--- config.mk ---
export PLATFORM = sky130hd
export DESIGN_NAME = led7_scan_driver
export DESIGN_NICKNAME = d
export VERILOG_FILES = /design/src/rtl/led7_pkg.sv /design/src/rtl/led7_glyph.sv /design/src/rtl/led7_scan_driver.sv
export SDC_FILE = /design/constraint.sdc
export NUM_CORES = 1
export LEC_CHECK = 0
export ABC_AREA = 0
export BUFFER_PORTS_ARGS = -buffer_cell sky130_fd_sc_hd__buf_2
export CAP_MARGIN = 20
export CORE_ASPECT_RATIO = 0.7
export CORE_MARGIN = 4
export CORE_UTILIZATION = 35
export CTS_BUF_LIST = sky130_fd_sc_hd__clkbuf_16
export DETAILED_ROUTE_END_ITERATION = 10
export SLEW_MARGIN = 40
export SYNTH_ARGS = -nofsm -noshare
export SYNTH_HDL_FRONTEND = slang
export SYNTH_HIERARCHICAL = 1
export SYNTH_SLANG_ARGS = --single-unit
--- constraint.sdc ---
create_clock -name clk -period 2.7 [get_ports clk]
set_input_delay 0.81 -clock clk [delete_from_list [all_inputs] [get_ports clk]]
set_output_delay 0.81 -clock clk [all_outputs]
set_load 0.02 [all_outputs]
--- src/rtl/led7_pkg.sv ---
// Shared definitions for the 7-segment display blocks: glyph table,
// blank pattern and segment bit positions.
package led7_pkg;

    // Active-high glyph, bits g..a on [6:0].
    typedef logic [6:0] glyph_t;

    // Bit position of each segment within a glyph.
    typedef enum int {
        SEG_A = 0,
        SEG_B = 1,
        SEG_C = 2,
        SEG_D = 3,
        SEG_E = 4,
        SEG_F = 5,
        SEG_G = 6
    } seg_idx_e;

    // All segments dark at the active-low pins.
    localparam glyph_t SEG_BLANK = 7'h7F;

    // Hex glyphs, entry n is the pattern for nibble value n.
    localparam glyph_t [15:0] GLYPH_TABLE = {
        7'b1110001,  // F
        7'b1111001,  // E
        7'b1011110,  // d
        7'b0111001,  // C
        7'b1111100,  // b
        7'b1110111,  // A
        7'b1101111,  // 9
        7'b1111111,  // 8
        7'b0000111,  // 7
        7'b1111101,  // 6
        7'b1101101,  // 5
        7'b1100110,  // 4
        7'b1001111,  // 3
        7'b1011011,  // 2
        7'b0000110,  // 1
        7'b0111111   // 0
    };

endpackage

--- src/rtl/led7_glyph.sv ---
// Combinational hex nibble to active-high 7-segment glyph decoder.
module led7_glyph
    import led7_pkg::*;
(
    input  logic [3:0] nibble,
    output glyph_t     glyph
);

    // Table lookup; every nibble value has a defined glyph.
    assign glyph = GLYPH_TABLE[nibble];

endmodule

--- src/rtl/led7_scan_driver.sv ---
// Time-multiplexed common-anode 7-segment driver with tear-free shadow
// register, leading-zero blanking and a dark guard interval per slot.
module led7_scan_driver
    import led7_pkg::*;
#(
    parameter int DIGITS   = 4,
    parameter int SCAN_DIV = 50000,
    parameter int GUARD    = 2
) (
    input  logic                  clk,
    input  logic                  rst,
    input  logic [4*DIGITS-1:0]   value,
    input  logic [DIGITS-1:0]     dp,
    input  logic                  lz_en,
    input  logic                  load,
    output logic [6:0]            seg_n,
    output logic                  dp_n,
    output logic [DIGITS-1:0]     dig_n,
    output logic                  frame_done
);

    localparam int PC_W = $clog2(SCAN_DIV);
    localparam int DI_W = $clog2(DIGITS);

    localparam logic [PC_W-1:0] PC_LAST  = PC_W'(SCAN_DIV - 1);
    localparam logic [PC_W-1:0] PC_GUARD = PC_W'(GUARD);
    localparam logic [DI_W-1:0] DI_LAST  = DI_W'(DIGITS - 1);

    logic [PC_W-1:0]          pc;
    logic [DI_W-1:0]          di;
    logic                     pc_wrap;
    logic                     boundary;

    logic [DIGITS-1:0][3:0]   staging_val;
    logic [DIGITS-1:0]        staging_dp;
    logic [DIGITS-1:0][3:0]   shadow_val;
    logic [DIGITS-1:0]        shadow_dp;
    logic                     pending;

    logic [DIGITS-1:0]        lz_blank;
    logic                     zero_run;
    glyph_t                   cur_glyph;

    logic [6:0]               seg_nx;
    logic                     dp_nx;
    logic [DIGITS-1:0]        dig_nx;

    assign pc_wrap  = (pc == PC_LAST);
    assign boundary = pc_wrap && (di == DI_LAST);

    // Slot prescaler and digit index; the index steps once per slot.
    always_ff @(posedge clk or posedge rst) begin
        // NOTE: registers use non-blocking (<=) so every flop samples the
        // pre-edge values; blocking here would create order-dependent logic.
        if (rst) begin
            pc <= '0;
            di <= '0;
        end else if (pc_wrap) begin
            pc <= '0;
            di <= (di == DI_LAST) ? '0 : di + 1'b1;
        end else begin
            pc <= pc + 1'b1;
        end
    end

    // Load handshake: staging takes every load, shadow only changes at a
    // frame boundary so one frame never mixes old and new digits.
    always_ff @(posedge clk or posedge rst) begin
        // NOTE: staging and shadow are plain flop banks, not RAM, so they
        // can and must be reset; a real memory array would be left unreset.
        if (rst) begin
            staging_val <= '0;
            staging_dp  <= '0;
            shadow_val  <= '0;
            shadow_dp   <= '0;
            pending     <= 1'b0;
        end else begin
            // Transfer uses the pre-load staging contents on a coincident load.
            if (boundary && pending) begin
                shadow_val <= staging_val;
                shadow_dp  <= staging_dp;
            end
            if (load) begin
                staging_val <= value;
                staging_dp  <= dp;
                pending     <= 1'b1;
            end else if (boundary) begin
                pending <= 1'b0;
            end
        end
    end

    // Leading-zero mask: digit i blanks when it and all higher nibbles are zero.
    always_comb begin
        // NOTE: every variable gets a default before the loop so no path
        // leaves it unassigned, which would otherwise infer a latch.
        lz_blank = '0;
        zero_run = 1'b1;
        for (int i = DIGITS - 1; i > 0; i--) begin
            zero_run    = zero_run & (shadow_val[i] == 4'h0);
            lz_blank[i] = zero_run & lz_en;
        end
    end

    led7_glyph u_glyph (
        .nibble (shadow_val[di]),
        .glyph  (cur_glyph)
    );

    // Next pin values: dark during the guard window, else the current digit.
    always_comb begin
        seg_nx = SEG_BLANK;
        dp_nx  = 1'b1;
        dig_nx = '1;
        if (pc >= PC_GUARD) begin
            dig_nx = ~(DIGITS'(1) << di);
            seg_nx = lz_blank[di] ? SEG_BLANK : ~cur_glyph;
            dp_nx  = ~shadow_dp[di];
        end
    end

    // Registered pins; frame_done follows the boundary cycle by one clock.
    always_ff @(posedge clk or posedge rst) begin
        if (rst) begin
            seg_n      <= SEG_BLANK;
            dp_n       <= 1'b1;
            dig_n      <= '1;
            frame_done <= 1'b0;
        end else begin
            seg_n      <= seg_nx;
            dp_n       <= dp_nx;
            dig_n      <= dig_nx;
            frame_done <= boundary;
        end
    end

endmodule

; ---- Word level (Yosys, flattened, before mapping)
; Memory sizes are Yosys's and may differ from the RTL's.
; Index checks and enable logic that the tools add are counted.
[word_totals]
n_memories = 1
mem_bits_ro = 112
inputBits = 24
output_inout_bits = 13
register_bits = 72
wordCells = 55
[memory_table]
columns = memory, words, width, read_ports, rd_clocked_by_memory_dff, wr, line_no
row1 = (no name shown), 16, 7, 1, 0, 0, led7_glyph.sv:10  ; assign glyph = GLYPH_TABLE[nibble];
[op_classes]
n_mux = 15
order_cmp = 3
shift = 1
n_reduce_logical = 6
n_eq_ne = 2
bitwise = 8
addsub = 2
[ops]
columns = cell, count
row1 = $mux 7, 3
row2 = $add 16x1->16 const B, 1
row3 = $eq 16x16->1 const B, 1
row4 = $ge 16x2->1 const B, 1
row5 = $mux 16, 1
row6 = $logic_not 4->1, 3
row7 = $bmux 4 s2, 1
row8 = $mux 4, 2
row9 = $not 7->7, 1
row10 = $and 1x1->1, 5
row11 = $lt 4x5->1 const B, 1
row12 = $mux 1, 5
row13 = $bmux 1 s2, 2
row14 = $not 4->4, 1
row15 = $shl 1x2->4 const A, 1
row16 = $lt 2x3->1 const B, 1
row17 = $add 2x1->2 const B, 1
row18 = $eq 2x2->1 const B, 1
row19 = $logic_and 1x1->1, 2
row20 = $mux 2, 1
row21 = $reduce_bool 2->1, 1
row22 = $not 1->1, 1

; ---- Depth between registers and ports, before layout
; Gate-level depths: netlist of run 1.
[depth]
ltp_word = 8
ltp_mapped = 7
mapped_depth_nobuf = 6

; ---- Cells and area by module
; The synthesis of run 1 kept the hierarchy.
[modules_own_cells]
columns = module, area_each_um2, seq_area_each_um2, n_inst, cells_per_inst
row1 = led7_scan_driver, 3006.6, 1816.7, 1, 218
row2 = led7_glyph, 287.8, 0.0, 1, 33

; ---- Worst setup path before layout of run 1
; OpenSTA, ideal clock, no wires.
[synth_timing]
kind = reg-to-reg
startpoint = register di[0]
endpoint = register seg_n[3]
setup_ps = 65
arrival_time_ps = 2247
path_stages_with_launch = 8
setup_slack_ps = 388
path_buffers = 1
synth_period_minus_slack_ps = 2312
t_required_ps = 2635
cell_sequence = dfrtp_1 -> clkbuf_1 -> mux4_2 -> inv_1 -> ha_1 -> inv_1 -> mux4_1 -> nand3_1
[synth_between]
elab_chain_len = 7
word_cells_on_any_way = 9
classes_between = mux (7) / bitwise (1) / memory (1)
[synth_rtl]
columns = item, line_no
row1 = from (decl), led7_scan_driver.sv:30  ; logic [DI_W-1:0] di;
row2 = from (signal assigned), led7_scan_driver.sv:60  ; di <= (di == DI_LAST) ? '0 : di + 1'b1;
row3 = $bmux 4 s2, led7_scan_driver.sv:106  ; .nibble (shadow_val[di]),
row4 = $mux 4 (implied by the code), led7_scan_driver.sv:106
row5 = $mem_v2 16x7, n/a
row6 = $mux 7 (implied by the code), led7_glyph.sv:10
row7 = net cur_glyph[3], led7_scan_driver.sv:42  ; glyph_t cur_glyph;
row8 = $not 7->7, led7_scan_driver.sv:117  ; seg_nx = lz_blank[di] ? SEG_BLANK : ~cur_glyph;
row9 = $mux 7, led7_scan_driver.sv:117
row10 = $mux 7, led7_scan_driver.sv:115  ; if (pc >= PC_GUARD) begin
row11 = net seg_nx[3], led7_scan_driver.sv:44  ; logic [6:0] seg_nx;
row12 = to (signal assigned), led7_scan_driver.sv:130  ; seg_n <= seg_nx;
row13 = to (decl), led7_scan_driver.sv:16  ; output logic [6:0] seg_n,
; The timed path passes the listed nets, and every way through them passes these cells. The select of a mux whose other input is x is not followed.
; A chain may end at the register's enable or synchronous reset.

; ---- Worst setup path in the final report of run 1
[layout_timing]
startpoint = register pc[5]
endpoint = register shadow_val[4] (netlist name)
[layout_between]
elab_chain_len = 3
[layout_rtl]
columns = item, line_no
row1 = from (decl), led7_scan_driver.sv:29  ; logic [PC_W-1:0] pc;
row2 = from (signal assigned), led7_scan_driver.sv:62  ; pc <= pc + 1'b1;
row3 = $eq 16x16->1, led7_scan_driver.sv:48  ; assign pc_wrap = (pc == PC_LAST);
row4 = $logic_and 1x1->1, led7_scan_driver.sv:49  ; assign boundary = pc_wrap && (di == DI_LAST);
row5 = $logic_and 1x1->1, led7_scan_driver.sv:79  ; if (boundary && pending) begin
row6 = to (signal assigned), led7_scan_driver.sv:80  ; shadow_val <= staging_val;
row7 = to (decl), led7_scan_driver.sv:36  ; logic [DIGITS-1:0][3:0] shadow_val;
; No other way between the ends.

==> results of run 1 <==
-- how the worst min path moves through the flow --
stage | startpoint | end | slack [ns] | cells after the start
after CTS | rst | pc[13] | 0.44 | 2
after global placement | pending | pending | 0.45 | 1
after detailed placement | pending | pending | 0.47 | 1
final | rst | pc[13] | 0.44 | 2
after floorplan | pending | pending | 0.44 | 1
after global routing | rst | pc[13] | 0.47 | 2
-- cell type report --
| type | count | area [µm²] | share of cell area (%) |
|---|---|---|---|
| well taps | 124 | 155 | 3.98 |
| clock buffers | 9 | 225 | 5.77 |
| clock inverters | 7 | 46.3 | 1.19 |
| repair buffers | 42 | 238 | 6.09 |
| flip-flops and latches | 72 | 1820 | 46.6 |
| inverters | 11 | 41.3 | 1.06 |
| multi-input cells | 159 | 1380 | 35.3 |
-- layer usage --
metal	vias up	wire [µm]	global-route usage, %	part of all wire [%]
met5	-	0	0	0
met4	0	107	5.07	1.7
met3	12	282	4.43	4.5
met2	34	2460	16.1	39
met1	993	3440	19.4	55
li1	981	-	-	-
-- sequential cells by signal, summed over array words and instances, names as in the netlist --
signal / flops
di: 2
dig_n: 4
dp_n: 1
frame_done: 1
pc: 16
pending: 1
seg_n: 7
shadow_dp: 4
shadow_val: 16
staging_dp: 4
staging_val: 16
-- cells in the final DEF, fill, tap and decap left out, types with 6 or more instances in the layout --
cell and instances:
nand4_1 6, nand3_1 14, o21ai_0 6, ha_1 13, dfrtp_1 60, inv_1 11
nand2_1 13, mux2_2 23, clkbuf_16 9, dfstp_2 12, mux2_1 20, buf_2 36
xor2_1 6, nor2_1 9
-- power by group --
group / leakage [nW] / internal, W / total (W) / switching (W)
logic: 0.776 / 0.0000432 / 0.0000813 / 0.0000381
registers: 0.898 / 0.00111 / 0.00113 / 0.0000180
clock network: 0.133 / 0.000620 / 0.00108 / 0.000459
-- cells by family after synthesis --
| logic type | after synthesis |
|---|---|
| mux | 51 |
| buf+inv | 20 |
| flops | 72 |
| compound gates | 16 |
| xor+xnor | 11 |
| fa+ha+maj | 13 |
| simple gates | 68 |
-- stage by stage --
stage / std cells / utilization (%) / total power, W / worst slack (ns) / area [µm²]
2_1_floorplan: 251 / - / 0.00119 / 0.0849 / 3290
3_3_place_gp: 408 / 39.9 / 0.00123 / 0.493 / 3630
3_5_place_dp: 408 / 39.9 / 0.00123 / 0.474 / 3630
4_1_cts: 424 / 42.8 / 0.00232 / 0.429 / 3900
5_1_grt: 424 / 42.8 / 0.00239 / 0.320 / 3900
6_report: 424 / 42.8 / 0.00229 / 0.430 / 3900
-- worst reg2reg max path, stage by stage, from the launching register on --
cell	delay [ns]
dfrtp_1	0.43
or4_4	0.58
nor4_4	0.30
and3_1	0.19
buf_4	0.27
mux2_1	0.38
==> flow_summary_export.csv, run 1 <==
group,metric,value,unit
cts,clkLatencyLatePin,0.34,ns
synthesis,yosysTopAreaCell,"dfrtp_1",
cts,cts.clk_slew.worst_paths,0.06,ns
cts,clk_path_buf_depth,2,
setup_path,crit_path_start,"pc[5]",
timing,tightest_slew,0.537,ns
timing,finalSetupTns,0,ns
synthesis,synth_cell_types,36,
power,vdd_drop_max,0.000397,V
timing,post-route-period-util,84.1,%
timing,min_period,2.27,ns
synthesis,synth_edf_count,0,
setup_path,r2r_slack,0.43,ns
synthesis,synth_top_family_by_area,"multiplexers",
grt,antenna_found_initial,0,
cts,ctsResizeCount,0,
setup_path,critical_path_class,"flip-flop to flip-flop",
finish,nFillCells,841,
detailed_routing,drc_errors,0,
synthesis,synth_top_area_share,45.6,%
detailed_routing,drtIter0Drc,123,
setup_path,startpoint_type,"flip-flop",
power,p_per_area,587,nW/µm²
synthesis,synth-xor-area-share,2.92,%
timing,setup_viol,0,
job,drv_cap,0,
synthesis,postSynthCellCount,251,
setup_path,critical_path.top_delay_family,"simple AND/OR/NAND/NOR gates",
synthesis,synthAdderAreaFrac,4.94,%
grt,grt_max_degree,35,
timing,hold_viol,0,
setup_path,r2r-start,"pc[5]",
detailed_routing,vias_per_cell,4.76,
timing,finalMaxSlewViolations,0,
min_path,hold_class,"input port to async pin",
synthesis,synthMuxAreaShare,19.5,%
synthesis,synth.most_common_cell,"dfrtp_1",
floorplan,core_region_area,9110,µm²
place,gp_congestion,0.778,
floorplan,start_util,36.2,%
grt,grt_usage,12.7,%
setup_path,max_stage_delay,0.58,ns
cts,root_buffer,"clkbuf_16",
timing,finClkSkew,0.00971,ns
detailed_routing,drt_wl_total,6290,µm
timing,holdWs,0.436,ns
timing,relSlewSlack,64.1,%
floorplan,rows,29,
timing,max_freq,0.441,GHz
setup_path,cp-end-kind,"flip-flop",
cts,clkSinkCount,72,
floorplan,die_area,11100,µm²
grt,grt_pass1_wl,10400,µm
setup_path,cp.depth,5,
synthesis,ys_seq_area_share,55.1,%
cts,hold_buffers,0,
synthesis,ys_ff_latch,72,
grt,gr-total-overflow,0,
finish,drive_gt1_share,33.7,%
setup_path,r2r_end,"shadow_val[4]",
finish,synthToLayoutAreaGrowth,18.4,%
place,dpl.hpwl,4440,µm
synthesis,synth_ff_type,"dfrtp_1",
setup_path,cp_num_buf_inv,1,
setup_path,crit_end,"shadow_val[4]",
finish,final_nets,332,
synthesis,ys_async_sr_fraction,100,%
grt,grt_pass1_vias,1984,
detailed_routing,wl_per_cell,14.8,µm
place,port_buffers,36,
floorplan,die_h,89.2,µm
floorplan,die_x,124,µm
synthesis,synth_compound_area_share,3.00,%
detailed_routing,ant_nets,0,
synthesis,yosys_warnings,6,
timing,grt_setup_unrepaired,"false",
setup_path,crit_arrival,2.48,ns
setup_path,cp_cell_sequence,"or4_4 -> nor4_4 -> and3_1 -> buf_4 -> mux2_1",
detailed_routing,num_vias,2020,
synthesis,syn_area,3290,µm²
setup_path,required,2.91,ns
synthesis,synthSimpleGateAreaFrac,11.5,%
setup_path,path_max_fanout,20,
cts,numCtsBuffers,9,
synthesis,syn_avg_cell_area,13.1,µm²
finish,diodes,0,
cts,cts_tree,"yes",
floorplan,io_pins,37,
run_status,status,"complete, no violations",
cts,cts_max_level,3,
power,leakage,1.81,nW
cts,post_cts_buffers,0,
detailed_routing,firstDrtPassIters,4,
synthesis,synth_common_cells,"60 x dfrtp_1, 23 x mux2_2, 20 x mux2_1",
setup_path,r2r_cells,5,
synthesis,syn-num-nets,288,
setup_path,slowest_stage,"or4_4",
synthesis,synth_area_leaders,"dfrtp_1 46%, dfstp_2 9.6%, mux2_2 7.9%, mux2_1 6.8%, ha_1 4.9%",
(Power assumes the default switching activity.)
==> run 2: changes to the inputs <==
- clock period: 2.7 -> 2.4 ns (I/O delays scaled with it)
==> run 2 against run 1 <==
  * Combinational power is 9.2% higher
  * Register-to-register slack lost 0.23 ns
  * Setup slack got worse by 0.23 ns
  * Count of clock-buffer cells in the layout stayed put
  * Die area did not move
  * Critical path depth unchanged
  * Highest routed layer unchanged
==> flow_summary_export.csv, run 2 (synthesized netlist as in run 1, its figures left out) <==
group,metric,value,unit
run_status,status,"complete, no violations",
detailed_routing,drt_wl_total,6230,µm
setup_path,required,2.60,ns
timing,max_freq,0.454,GHz
detailed_routing,vias_per_cell,4.77,
cts,cts_tree,"yes",
floorplan,die_x,124,µm
cts,ctsResizeCount,0,
cts,cts.clk_slew.worst_paths,0.05,ns
grt,grt_pass1_vias,2043,
finish,final_common_cell,"dfrtp_1",
cts,clkLatencyLatePin,0.33,ns
detailed_routing,wl_per_cell,14.7,µm
floorplan,core_region_area,9110,µm²
cts,cts_max_level,3,
power,vdd_drop_max,0.000346,V
cts,post_cts_buffers,0,
place,port_buffers,36,
detailed_routing,ant_nets,0,
grt,grt_pass1_wl,10700,µm
finish,drive_gt1_share,33.0,%
detailed_routing,firstDrtPassIters,4,
detailed_routing,drc_errors,0,
power,leakage,1.81,nW
cts,hold_buffers,0,
cts,root_buffer,"clkbuf_16",
timing,finClkSkew,0.00676,ns
timing,finalMaxSlewViolations,0,
setup_path,path_max_fanout,20,
floorplan,start_util,36.2,%
setup_path,critical_path_class,"flip-flop to flip-flop",
grt,antenna_found_initial,0,
detailed_routing,drtIter0Drc,76,
timing,post-route-period-util,91.7,%
grt,grt_max_degree,73,
cts,numCtsBuffers,9,
finish,final_nets,332,
finish,utilization,43.2,%
finish,largest_registers,"pc: 16 flops, shadow_val: 16 flops, staging_val: 16 flops",
timing,setup_viol,0,
floorplan,die_h,89.2,µm
timing,min_period,2.20,ns
place,gp_congestion,0.785,
job,drv_cap,0,
grt,grt_usage,12.7,%
timing,relSlewSlack,65.2,%
cts,clk_path_buf_depth,2,
setup_path,startpoint_type,"flip-flop",
min_path,hold_class,"input port to async pin",
timing,finalSetupTns,0,ns
power,p_per_area,669,nW/µm²
finish,synthToLayoutAreaGrowth,19.5,%
place,dpl.hpwl,4340,µm
timing,grt_setup_unrepaired,"false",
cts,clkSinkCount,72,
finish,mostFrequentLayoutCells,"60 x dfrtp_1, 36 x buf_2, 23 x mux2_2",
floorplan,rows,29,
timing,tightest_slew,0.521,ns
floorplan,io_pins,37,
setup_path,crit_arrival,2.40,ns
floorplan,die_area,11100,µm²
timing,hold_viol,0,
finish,diodes,0,
setup_path,cp-end-kind,"flip-flop",
detailed_routing,num_vias,2022,
grt,gr-total-overflow,0,
run 2: changes by cell type in the layout (fill, tap and decap cells not counted), sizes merged:
| cell | change |
|---|---|
| clkinvlp | +1 |
| inv | -3 |
| clkinv | +1 |
| bufinv | +1 |
run 2: stage by stage:
step | hold slack [ns] | worst slack (ns) | power [W] | cells | area [µm²]
after CTS | 0.485 | 0.185 | 0.00268 | 424 | 3940
final | 0.480 | 0.199 | 0.00264 | 424 | 3940
after floorplan | 0.442 | 0.0878 | 0.00134 | 251 | 3300
after global placement | 0.453 | 0.265 | 0.00138 | 408 | 3650
after global routing | 0.505 | 0.0823 | 0.00275 | 424 | 3940
after detailed placement | 0.462 | 0.219 | 0.00138 | 408 | 3650
run 2: final timing paths:
check / from / to / slack (ns) / cells past startpoint
min in group clk: pending / pending / 0.48 / 1
max in group asynchronous: rst / seg_n[5] / 1.57 / 3
max: pc[5] / shadow_val[2] / 0.20 / 5
max reg2reg: pc[5] / shadow_val[2] / 0.20 / 5
min: rst / pc[2] / 0.48 / 3
min reg2reg: pending / pending / 0.48 / 1
run 2: final cells by class:
class                           count  area (µm²)
Clock buffer                        9         225
Clock inverter                      7        65.1
Fill cell                         857        5170
Inverter                           11        45.0
Multi-Input combinational cell    159        1380
Sequential cell                    72        1820
Tap cell                          124         155
Timing Repair Buffer               42         250
run 2: layer usage:
| layer | track usage [%] | wire length [µm] |
|---|---|---|
| met3 | 4.05 | 281 |
| met5 | 0 | 0 |
| met2 | 17.7 | 2700 |
| met1 | 18.7 | 3200 |
| met4 | 4.47 | 50 |
run 2: report_power, final:
part	leakage, nW	switching [W]	total (W)	internal, W
Combinational	0.776	0.0000421	0.0000888	0.0000468
Clock	0.138	0.000484	0.00128	0.000794
Sequential	0.898	0.0000189	0.00127	0.00125
run 2: worst max-delay path, cell delays in order, from the launching register on:
cell	delay (ns)
dfrtp_1	0.43
or4_4	0.58
nor4_4	0.30
and3_1	0.24
buf_12	0.18
mux2_1	0.35
==> run 3: changes to the inputs <==
- PLACE_DENSITY: unset -> 0.58
==> run 3 against run 2 <==
  * Sequential cell count unchanged
  * Critical path depth did not move
  * Clock skew grew 0.0014 ns
  * Die area unchanged
  * Sequential share of layout area is 0.088 points lower
  * Count of clock-buffer cells in the layout stayed put
==> flow_summary_export.csv, run 3 (synthesized netlist as in run 1, its figures left out) <==
group,metric,value,unit
run_status,status,"complete, no violations",
floorplan,die_area,11100,µm²
timing,tightest_slew,0.472,ns
finish,seq_area,1820,µm²
place,gp_congestion,0.763,
detailed_routing,drtIter0Drc,113,
cts,clk_path_buf_depth,2,
floorplan,die_x,124,µm
place,dp_slack,0.230,ns
setup_path,startpoint_type,"flip-flop",
setup_path,max_stage_delay,0.57,ns
power,p_per_area,680,nW/µm²
grt,grt_max_degree,73,
cts,clkLatencyLatePin,0.34,ns
min_path,hold_class,"flip-flop to flip-flop",
detailed_routing,drt_wl_total,6260,µm
floorplan,io_pins,37,
cts,post_cts_buffers,0,
setup_path,crit_path_start,"pc[5]",
cts,numCtsBuffers,9,
setup_path,crit_arrival,2.39,ns
grt,grt_usage,12.4,%
floorplan,die_h,89.2,µm
floorplan,start_util,36.2,%
job,drv_cap,0,
setup_path,critical_path.top_delay_family,"simple AND/OR/NAND/NOR gates",
timing,setup_ws,0.223,ns
floorplan,rows,29,
detailed_routing,num_vias,2092,
finish,diodes,0,
power,leakage,1.82,nW
setup_path,r2r_end,"shadow_val[13]",
setup_path,required,2.61,ns
detailed_routing,ant_nets,0,
setup_path,r2r_slack,0.22,ns
place,dpl.hpwl,4430,µm
cts,clkSinkCount,72,
finish,final_common_cell,"dfrtp_1",
cts,cts_tree,"yes",
power,finalPower,0.00268,W
grt,grt_pass1_vias,1969,
finish,final_nets,332,
detailed_routing,drc_errors,0,
power,vdd_drop_max,0.000475,V
detailed_routing,vias_per_cell,4.93,
timing,grt_setup_unrepaired,"false",
floorplan,core_region_area,9110,µm²
setup_path,cp_cell_sequence,"or4_4 -> nor4_4 -> and3_1 -> buf_12 -> mux2_1",
cts,hold_buffers,0,
finish,drive_gt1_share,33.7,%
setup_path,path_max_fanout,20,
timing,hold_viol,0,
setup_path,crit_end,"shadow_val[13]",
place,port_buffers,36,
grt,gr-total-overflow,0,
finish,synthToLayoutAreaGrowth,19.7,%
grt,grt_pass1_wl,10200,µm
cts,root_buffer,"clkbuf_16",
cts,ctsResizeCount,0,
timing,min_period,2.18,ns
setup_path,r2r_cells,5,
setup_path,critical_path_class,"flip-flop to flip-flop",
setup_path,cp-end-kind,"flip-flop",
timing,setup_viol,0,
detailed_routing,wl_per_cell,14.8,µm
grt,antenna_found_initial,0,
setup_path,slowest_stage,"or4_4",
timing,finalMaxSlewViolations,0,
timing,post-route-period-util,90.7,%
finish,multiInputGateArea,1380,µm²
timing,finalSetupTns,0,ns
finish,mostFrequentLayoutCells,"60 x dfrtp_1, 36 x buf_2, 23 x mux2_2",
setup_path,cp.depth,5,
detailed_routing,firstDrtPassIters,4,
cts,cts.clk_slew.worst_paths,0.06,ns
timing,finClkSkew,0.00813,ns
cts,cts_max_level,3,
timing,relSlewSlack,68.6,%
setup_path,cp_num_buf_inv,1,
setup_path,r2r-start,"pc[5]",
finish,largest_registers,"pc: 16 flops, shadow_val: 16 flops, staging_val: 16 flops",
finish,nFillCells,849,
timing,max_freq,0.459,GHz
-- run 3: changes by cell type in the layout (fill, tap and decap cells not counted) --
cell / change
clkinvlp_4: -1
clkinv_4: +2
clkinv_1: -1
inv_1: -1
clkinv_2: +1
-- run 3: final cells by class --
type / count / area share (%)
Clock buffer: 9 / 5.71
Clock inverter: 7 / 1.84
Inverter: 11 / 1.14
Multi-Input combinational cell: 159 / 35.0
Sequential cell: 72 / 46.1
Tap cell: 124 / 3.93
Timing Repair Buffer: 42 / 6.35
-- run 3: worst min-delay path by stage --
stage / to / startpoint / cells after the start / slack (ns)
final: pending / pending / 1 / 0.47
after CTS: pending / pending / 1 / 0.47
after global routing: staging_dp[0] / rst / 3 / 0.50
after detailed placement: pending / pending / 1 / 0.46
after floorplan: pending / pending / 1 / 0.44
after global placement: pending / pending / 1 / 0.45
-- run 3: per-stage QoR --
| stage | utilization, % | area, µm² | std cells | hold WS [ns] |
|---|---|---|---|---|
| final | 43.3 | 3940 | 424 | 0.472 |
| after global routing | 43.3 | 3940 | 424 | 0.501 |
| after CTS | 43.3 | 3940 | 424 | 0.474 |
| after detailed placement | 40.0 | 3650 | 408 | 0.461 |
| after global placement | 40.0 | 3650 | 408 | 0.454 |
| after floorplan | - | 3300 | 251 | 0.442 |
-- run 3: worst reg2reg max path, cell delays in order, from the launching register on --
cell and delay, ns:
dfrtp_1 0.43, or4_4 0.57, nor4_4 0.29, and3_1 0.24, buf_12 0.18, mux2_1 0.34
-- run 3: per-layer routing --
| metal | GRT usage, % | wire, µm | vias to the layer above |
|---|---|---|---|
| met5 | 0 | 0 | - |
| met4 | 5.67 | 145 | 0 |
| met3 | 4.24 | 369 | 13 |
| met2 | 15.8 | 2510 | 51 |
| met1 | 18.7 | 3230 | 1039 |
| li1 | - | - | 989 |
-- run 3: power breakdown --
group	switching [W]	total [W]	leakage [nW]	internal, W
Combinational	0.0000425	0.0000893	0.774	0.0000468
Clock	0.000520	0.00132	0.143	0.000803
Sequential	0.0000190	0.00127	0.898	0.00125
Total	0.000581	0.00268	1.82	0.00210
